--- src/rtl/exec_shift_pipe_pkg.sv ---
// rtl/exec_shift_pipe_pkg.sv - shared mode codes, flag indices and stage-split helpers
package exec_shift_pipe_pkg;

  localparam int W_OPR   = 32;
  localparam int W_AMT   = 5;
  localparam int STAGES  = 2;
  localparam int W_FLAGS = 4;

  typedef enum logic [2:0] {
    SHMODE_SHL = 3'd0,
    SHMODE_SHR = 3'd1,
    SHMODE_SAR = 3'd2,
    SHMODE_ROL = 3'd3,
    SHMODE_ROR = 3'd4
  } shmode_e;

  localparam int FLAG_C = 0;
  localparam int FLAG_Z = 1;
  localparam int FLAG_S = 2;
  localparam int FLAG_V = 3;

  // Leftover mux levels go to the earliest stages.
  function automatic int lvl_lo(input int stg, input int n_lvl, input int n_stg);
    int base;
    int rem;
    base = n_lvl / n_stg;
    rem  = n_lvl % n_stg;
    return stg * base + ((stg < rem) ? stg : rem);
  endfunction

  function automatic int lvl_hi(input int stg, input int n_lvl, input int n_stg);
    return lvl_lo(stg + 1, n_lvl, n_stg) - 1;
  endfunction

endpackage

--- src/rtl/exec_shift_stage.sv ---
// rtl/exec_shift_stage.sv - one pipeline stage applying shift levels 2^LVL_LO..2^LVL_HI
module exec_shift_stage
  import exec_shift_pipe_pkg::*;
#(
  parameter int W_OPR  = 32,
  parameter int W_AMT  = 5,
  parameter int LVL_LO = 0,
  parameter int LVL_HI = 4
) (
  input  logic             clk,
  input  logic             rst,
  input  logic             i_en,
  input  logic             i_flush,
  input  logic             i_valid,
  input  logic [W_OPR-1:0] i_data,
  input  logic [2:0]       i_mode,
  input  logic [W_AMT-1:0] i_amt,
  input  logic             i_msb,
  input  logic             i_cy,
  input  logic             i_ov,
  output logic             o_valid,
  output logic [W_OPR-1:0] o_data,
  output logic [2:0]       o_mode,
  output logic [W_AMT-1:0] o_amt,
  output logic             o_msb,
  output logic             o_cy,
  output logic             o_ov
);

  localparam int N_LVL = LVL_HI - LVL_LO + 1;

  logic [W_OPR-1:0] w_x  [0:N_LVL];
  logic             w_cy [0:N_LVL];
  logic             w_ov [0:N_LVL];

  assign w_x[0]  = i_data;
  assign w_cy[0] = i_cy;
  assign w_ov[0] = i_ov;

  // Each level selects from a double-width source: fill half is zero, sign or the operand itself.
  for (genvar j = 0; j < N_LVL; j++) begin : gen_lvl
    localparam int SH = 1 << (LVL_LO + j);
    logic [2*W_OPR-1:0] w_src;
    logic [W_OPR-1:0]   w_fill;
    logic [W_OPR-1:0]   w_xo;
    logic               w_cyo;
    logic               w_ovo;

    always_comb begin
      w_src  = '0;
      w_fill = '0;
      w_xo   = w_x[j];
      w_cyo  = w_cy[j];
      w_ovo  = w_ov[j];
      if (i_amt[LVL_LO+j]) begin
        case (i_mode)
          SHMODE_SHL, SHMODE_ROL: begin
            w_fill = (i_mode == SHMODE_ROL) ? w_x[j] : {W_OPR{1'b0}};
            w_src  = {w_x[j], w_fill};
            w_xo   = w_src[2*W_OPR-1-SH -: W_OPR];
            w_cyo  = w_x[j][W_OPR-SH];
            if ((i_mode == SHMODE_SHL) && (w_x[j][W_OPR-1 -: SH] != {SH{i_msb}})) begin
              w_ovo = 1'b1;
            end
          end
          SHMODE_SHR, SHMODE_SAR, SHMODE_ROR: begin
            if (i_mode == SHMODE_ROR) begin
              w_fill = w_x[j];
            end else if (i_mode == SHMODE_SAR) begin
              w_fill = {W_OPR{i_msb}};
            end
            w_src = {w_fill, w_x[j]};
            w_xo  = w_src[SH +: W_OPR];
            w_cyo = w_x[j][SH-1];
          end
          default: ;
        endcase
      end
    end

    assign w_x[j+1]  = w_xo;
    assign w_cy[j+1] = w_cyo;
    assign w_ov[j+1] = w_ovo;
  end

  logic             r_valid;
  logic [W_OPR-1:0] r_data;
  logic [2:0]       r_mode;
  logic [W_AMT-1:0] r_amt;
  logic             r_msb;
  logic             r_cy;
  logic             r_ov;

  always_ff @(posedge clk) begin
    if (rst || i_flush) begin
      r_valid <= 1'b0;
    end else if (i_en) begin
      r_valid <= i_valid;
    end
  end

  always_ff @(posedge clk) begin
    if (i_en) begin
      r_data <= w_x[N_LVL];
      r_mode <= i_mode;
      r_amt  <= i_amt;
      r_msb  <= i_msb;
      r_cy   <= w_cy[N_LVL];
      r_ov   <= w_ov[N_LVL];
    end
  end

  assign o_valid = r_valid;
  assign o_data  = r_data;
  assign o_mode  = r_mode;
  assign o_amt   = r_amt;
  assign o_msb   = r_msb;
  assign o_cy    = r_cy;
  assign o_ov    = r_ov;

endmodule

--- src/rtl/exec_shift_pipe.sv ---
// rtl/exec_shift_pipe.sv - pipelined shift/rotate unit with global stall, flush and flag generation
module exec_shift_pipe
  import exec_shift_pipe_pkg::*;
#(
  parameter int W_OPR   = exec_shift_pipe_pkg::W_OPR,
  parameter int W_AMT   = exec_shift_pipe_pkg::W_AMT,
  parameter int STAGES  = exec_shift_pipe_pkg::STAGES,
  parameter int W_FLAGS = exec_shift_pipe_pkg::W_FLAGS
) (
  input  logic               clk,
  input  logic               rst,
  input  logic               flush_i,
  input  logic               valid_i,
  output logic               ready_o,
  input  logic [2:0]         mode_i,
  input  logic [W_OPR-1:0]   opr0_i,
  input  logic [W_OPR-1:0]   opr1_i,
  output logic               valid_o,
  input  logic               ready_i,
  output logic [W_OPR-1:0]   result_o,
  output logic [W_FLAGS-1:0] flags_o
);

  logic             w_v   [0:STAGES];
  logic [W_OPR-1:0] w_d   [0:STAGES];
  logic [2:0]       w_m   [0:STAGES];
  logic [W_AMT-1:0] w_a   [0:STAGES];
  logic             w_msb [0:STAGES];
  logic             w_cy  [0:STAGES];
  logic             w_ov  [0:STAGES];
  logic             w_en;
  logic             w_unused_amt;

  assign w_en         = ~w_v[STAGES] | ready_i;
  assign ready_o      = w_en;
  assign w_unused_amt = ^opr1_i[W_OPR-1:W_AMT];

  assign w_v[0]   = valid_i;
  assign w_d[0]   = opr0_i;
  assign w_m[0]   = mode_i;
  assign w_a[0]   = opr1_i[W_AMT-1:0];
  assign w_msb[0] = opr0_i[W_OPR-1];
  assign w_cy[0]  = 1'b0;
  assign w_ov[0]  = 1'b0;

  for (genvar s = 0; s < STAGES; s++) begin : gen_stg
    exec_shift_stage #(
      .W_OPR  (W_OPR),
      .W_AMT  (W_AMT),
      .LVL_LO (lvl_lo(s, W_AMT, STAGES)),
      .LVL_HI (lvl_hi(s, W_AMT, STAGES))
    ) u_stage (
      .clk     (clk),
      .rst     (rst),
      .i_en    (w_en),
      .i_flush (flush_i),
      .i_valid (w_v[s]),
      .i_data  (w_d[s]),
      .i_mode  (w_m[s]),
      .i_amt   (w_a[s]),
      .i_msb   (w_msb[s]),
      .i_cy    (w_cy[s]),
      .i_ov    (w_ov[s]),
      .o_valid (w_v[s+1]),
      .o_data  (w_d[s+1]),
      .o_mode  (w_m[s+1]),
      .o_amt   (w_a[s+1]),
      .o_msb   (w_msb[s+1]),
      .o_cy    (w_cy[s+1]),
      .o_ov    (w_ov[s+1])
    );
  end

  logic [W_OPR-1:0]   w_res;
  logic               w_carry;
  logic [W_FLAGS-1:0] w_flags;

  // Rotates take carry from the finished result; shifts use the bit tracked through the levels.
  always_comb begin
    w_res   = w_d[STAGES];
    w_carry = 1'b0;
    case (w_m[STAGES])
      SHMODE_SHL, SHMODE_SHR, SHMODE_SAR: w_carry = w_cy[STAGES];
      SHMODE_ROL:                         w_carry = w_res[0];
      SHMODE_ROR:                         w_carry = w_res[W_OPR-1];
      default:                            w_carry = 1'b0;
    endcase
    if (w_a[STAGES] == '0) begin
      w_carry = 1'b0;
    end
    w_flags         = '0;
    w_flags[FLAG_C] = w_carry;
    w_flags[FLAG_Z] = ~|w_res;
    w_flags[FLAG_S] = w_res[W_OPR-1];
    w_flags[FLAG_V] = (w_m[STAGES] == SHMODE_SHL) &&
                      (w_ov[STAGES] || (w_res[W_OPR-1] != w_msb[STAGES]));
  end

  assign valid_o  = w_v[STAGES];
  assign result_o = valid_o ? w_res   : '0;
  assign flags_o  = valid_o ? w_flags : '0;

endmodule
--- config.mk ---
export PLATFORM = sky130hd
export DESIGN_NAME = exec_shift_pipe
export DESIGN_NICKNAME = d
export VERILOG_FILES = /design/src/rtl/exec_shift_pipe_pkg.sv /design/src/rtl/exec_shift_stage.sv /design/src/rtl/exec_shift_pipe.sv
export SDC_FILE = /design/constraint.sdc
export NUM_CORES = 1
export LEC_CHECK = 0
export BUFFER_PORTS_ARGS = -buffer_cell sky130_fd_sc_hd__buf_2
export CAP_MARGIN = 30
export CORE_MARGIN = 3
export CORE_UTILIZATION = 29
export DETAILED_ROUTE_END_ITERATION = 12
export GPL_ROUTABILITY_DRIVEN = 0
export SYNTH_ARGS = -nofsm -noshare
export SYNTH_HDL_FRONTEND = slang
export SYNTH_HIERARCHICAL = 1
export SYNTH_SLANG_ARGS = --single-unit
--- constraint.sdc ---
create_clock -name clk -period 5.3 [get_ports clk]
set_clock_uncertainty 0.15 [all_clocks]
set_input_delay 1.06 -clock clk [delete_from_list [all_inputs] [get_ports clk]]
set_output_delay 1.06 -clock clk [all_outputs]
set_load 0.005 [all_outputs]
==> metrics.md <==
| Metric | Value |
|---|---|
| Largest net degree at the start of global routing | `between 40 and 50` |
| IO buf count | `a little over 80` |
| Vias per std cell | `about 6.0` |
| Hold buffers post-CTS | `0` |
| Buffers & Inverters on Critical Path | `2` |
| Synth-to-layout area growth | `11.6%` |
| Cells along the critical path | `buf_2, xor2_1, o21ai_0, buf_4, o311ai_2, a311oi_1, a211o_1` |
| DR iter-0 viols | `roughly 810` |
| Global-route wire length before repair | `~38000 um` |
| ANT cells | `0` |
| CORE AREA | `around 26000 um2` |
| Initial antenna violation count | `0` |
| FF+latch count, synth | `between 80 and 90` |
| Fill count | `around 2700` |
| I/O pin cnt | `110` |
| Slew Limit Fails | `0` |
| Mapped cell area | `7700 um2` |
| Max-slew headroom | `36.5%` |
| Root buffer cell | `clkbuf_16` |
| Pre-antenna DRT Iters | `5` |
| Hold WS | `around 270 ps` |
| Final core occ | `between 30% and 40%` |
| Cells after Synth | `a little under 900` |
| Async set-reset flop share out of synthesis | `0%` |
| Chip width | `between 150 and 200 um` |
| Data required time of the critical path | `around 5200 ps` |
| Total clock sinks | `88` |
| Max_cap viols | `0` |
| EDFF count, synth | `86` |
| Hold Path Class | `flip-flop to flip-flop` |
| Setup bufs post-CTS | `0` |
| Chip Height | `about 170 um` |
| Ratio of final minimum period to clock period | `between 70% and 80%` |
| Worst-Margin Slew | `about 950 ps` |
| Hold Vio Cnt, Final | `0` |
| Largest stage delay on the critical path | `between 700 and 800 ps` |
| Yosys Warn Count | `6` |
| Routed Antenna Nets | `0` |
| FP Rows | `between 50 and 60` |
| Fin nets | `about 990` |
| WL/cell | `roughly 19 um` |
| Final WS setup | `1330 ps` |
| Leading cell types in the layout, fill and taps excluded | `edfxtp_1 (86), buf_2 (82), o21ai_0 (73)` |
| Final setup fails | `0` |
| Global Route Usage Sum | `between 10% and 20%` |
| Tmin final | `about 4000 ps` |
| Slowest stage cell on the critical path | `xor2_1` |
| Number of global-route vias before repair | `around 6700` |
| Power Dens Cells | `around 270 nW/um2` |
| Via count | `about 7600` |
| CP Capture Type | `flip-flop` |
| Ys flop type | `edfxtp_1` |
| Post-cts resize count | `0` |
| Setup_tns | `0 ps` |
| Leading area contributor after synthesis | `edfxtp_1` |
| Initial Util | `slightly below 30%` |
| Delay-heaviest family, CP | `compound AO/OA/AOI/OAI gates` |
| Startpoint type of the worst setup path | `input port` |
| Max Clk Rate | `~0.25 GHz` |
| GRT overflow | `0` |
| CTS tree | `yes` |
| Share of the synthesized area in the top cell type | `~34%` |
| Seq/Total Area, Yosys | `34.1%` |
| # DRC | `0` |
| Pre-CTS WS | `between 1000 and 1500 ps` |
| Routed WL | `24300 um` |
| CTS buffer count | `9` |
| Max IR drop VDD | `approximately 140 uV` |
| Critical setup path kind | `input port to flip-flop` |
| Commonest non-fill, non-tap cell in the layout | `edfxtp_1` |
| Crit-path max FO | `38` |
| Synthesized area per cell | `8.65 um2` |
| Fraction of layout cells with a size suffix above 1 | `approximately 15%` |
| DP Wirelength | `between 15000 and 20000 um` |
| Worst Path Arrival | `3900 ps` |
| H-tree lvl count | `3` |
| P_leak | `~3.1 nW` |
| CTS max path bufs | `2` |
| Total power | `2.31 mW` |
| Clk_lat worst skew | `around 340 ps` |
| Die ar. | `between 20000 and 30000 um2` |
| Synth area leaders | `edfxtp_1 (34%), o21ai_0 (4.7%), a221o_1 (3.9%)` |
| Clock transition at path regs | `approximately 60 ps` |
| Outcome | `finished clean` |
| Unique masters post-synth | `just under 90` |
| RSZ-0062 raised after global routing | `false` |
==> report_power, final <==
part	internal (mW)	total, mW	leakage, nW	switching (mW)
Sequential	0.900	1.01	0.935	0.111
Clock	0.410	0.643	0.143	0.233
Combinational	0.242	0.657	2.06	0.415
==> flip-flops by register name (all words and copies together), names as in the netlist <==
name and count:
gen_stg.u_stage/o_ov 2, gen_stg.u_stage/o_amt 10, gen_stg.u_stage/o_cy 2, gen_stg.u_stage/o_valid 2
gen_stg.u_stage/o_mode 6, gen_stg.u_stage/o_msb 2, gen_stg.u_stage/o_data 64
==> metal layers <==
layer  wire length (um)  part of all wire, %  vias up  track usage (%)
met2              10600                   44      399             25.0
met4                568                  2.3        0             5.23
met5                  0                    0        -                0
met1              11200                   46     3535             24.3
li1                   -                    -     3594                -
met3               1910                  7.9       41             1.73
==> per-stage QoR <==
step	cells	instance area (um2)
global route	1258	8590
finish	1258	8590
floorplan	891	7700
detailed placement	1242	8280
global placement	1241	8260
CTS	1257	8580
==> cell usage after synthesis (12+ instances only) <==
cell       n
nand2_1   70
a21oi_1   52
edfxtp_1  86
nand3_1   32
o221ai_1  26
o22ai_1   26
mux2i_1   20
a221oi_1  17
a221o_1   30
inv_1     22
a31oi_1   18
o211ai_1  27
nor2_1    48
buf_2     24
and2_1    40
o21ai_0   73
a211oi_1  14
clkbuf_1  44
nand2b_1  12
o21a_1    13
==> path summary, 6_finish.rpt <==
path                                                    from                     endpoint  slack (ps)  cells after the start
worst max register to register  gen_stg[0].u_stage/o_mode[0]      gen_stg[1].u_stage/o_ov        1660                      8
worst min register to register   gen_stg[0].u_stage/o_amt[0]  gen_stg[1].u_stage/o_amt[0]         270                      0
worst min-delay path             gen_stg[0].u_stage/o_amt[0]  gen_stg[1].u_stage/o_amt[0]         270                      0
worst max-delay path                               mode_i[1]      gen_stg[0].u_stage/o_ov        1330                      7
==> cell type report <==
cell class	instances	area, um2	share of cell area, %
Multi-Input combinational cell	695	4590	53.4
Sequential cell	88	2620	30.5
Timing Repair Buffer	101	566	6.58
Tap cell	335	419	4.88
Clock buffer	12	236	2.75
Inverter	24	90.1	1.05
Clock inverter	3	67.6	0.786
==> logic make-up after synthesis <==
| family | share of synthesized area, % |
|---|---|
| compound gates | 35.4 |
| xor+xnor | 1.64 |
| fa+ha+maj | 0.130 |
| buf+inv | 6.48 |
| flops | 34.1 |
| mux | 3.04 |
| other cells | 0.0487 |
| simple gates | 19.2 |
Power figures use the tool's default switching activity.
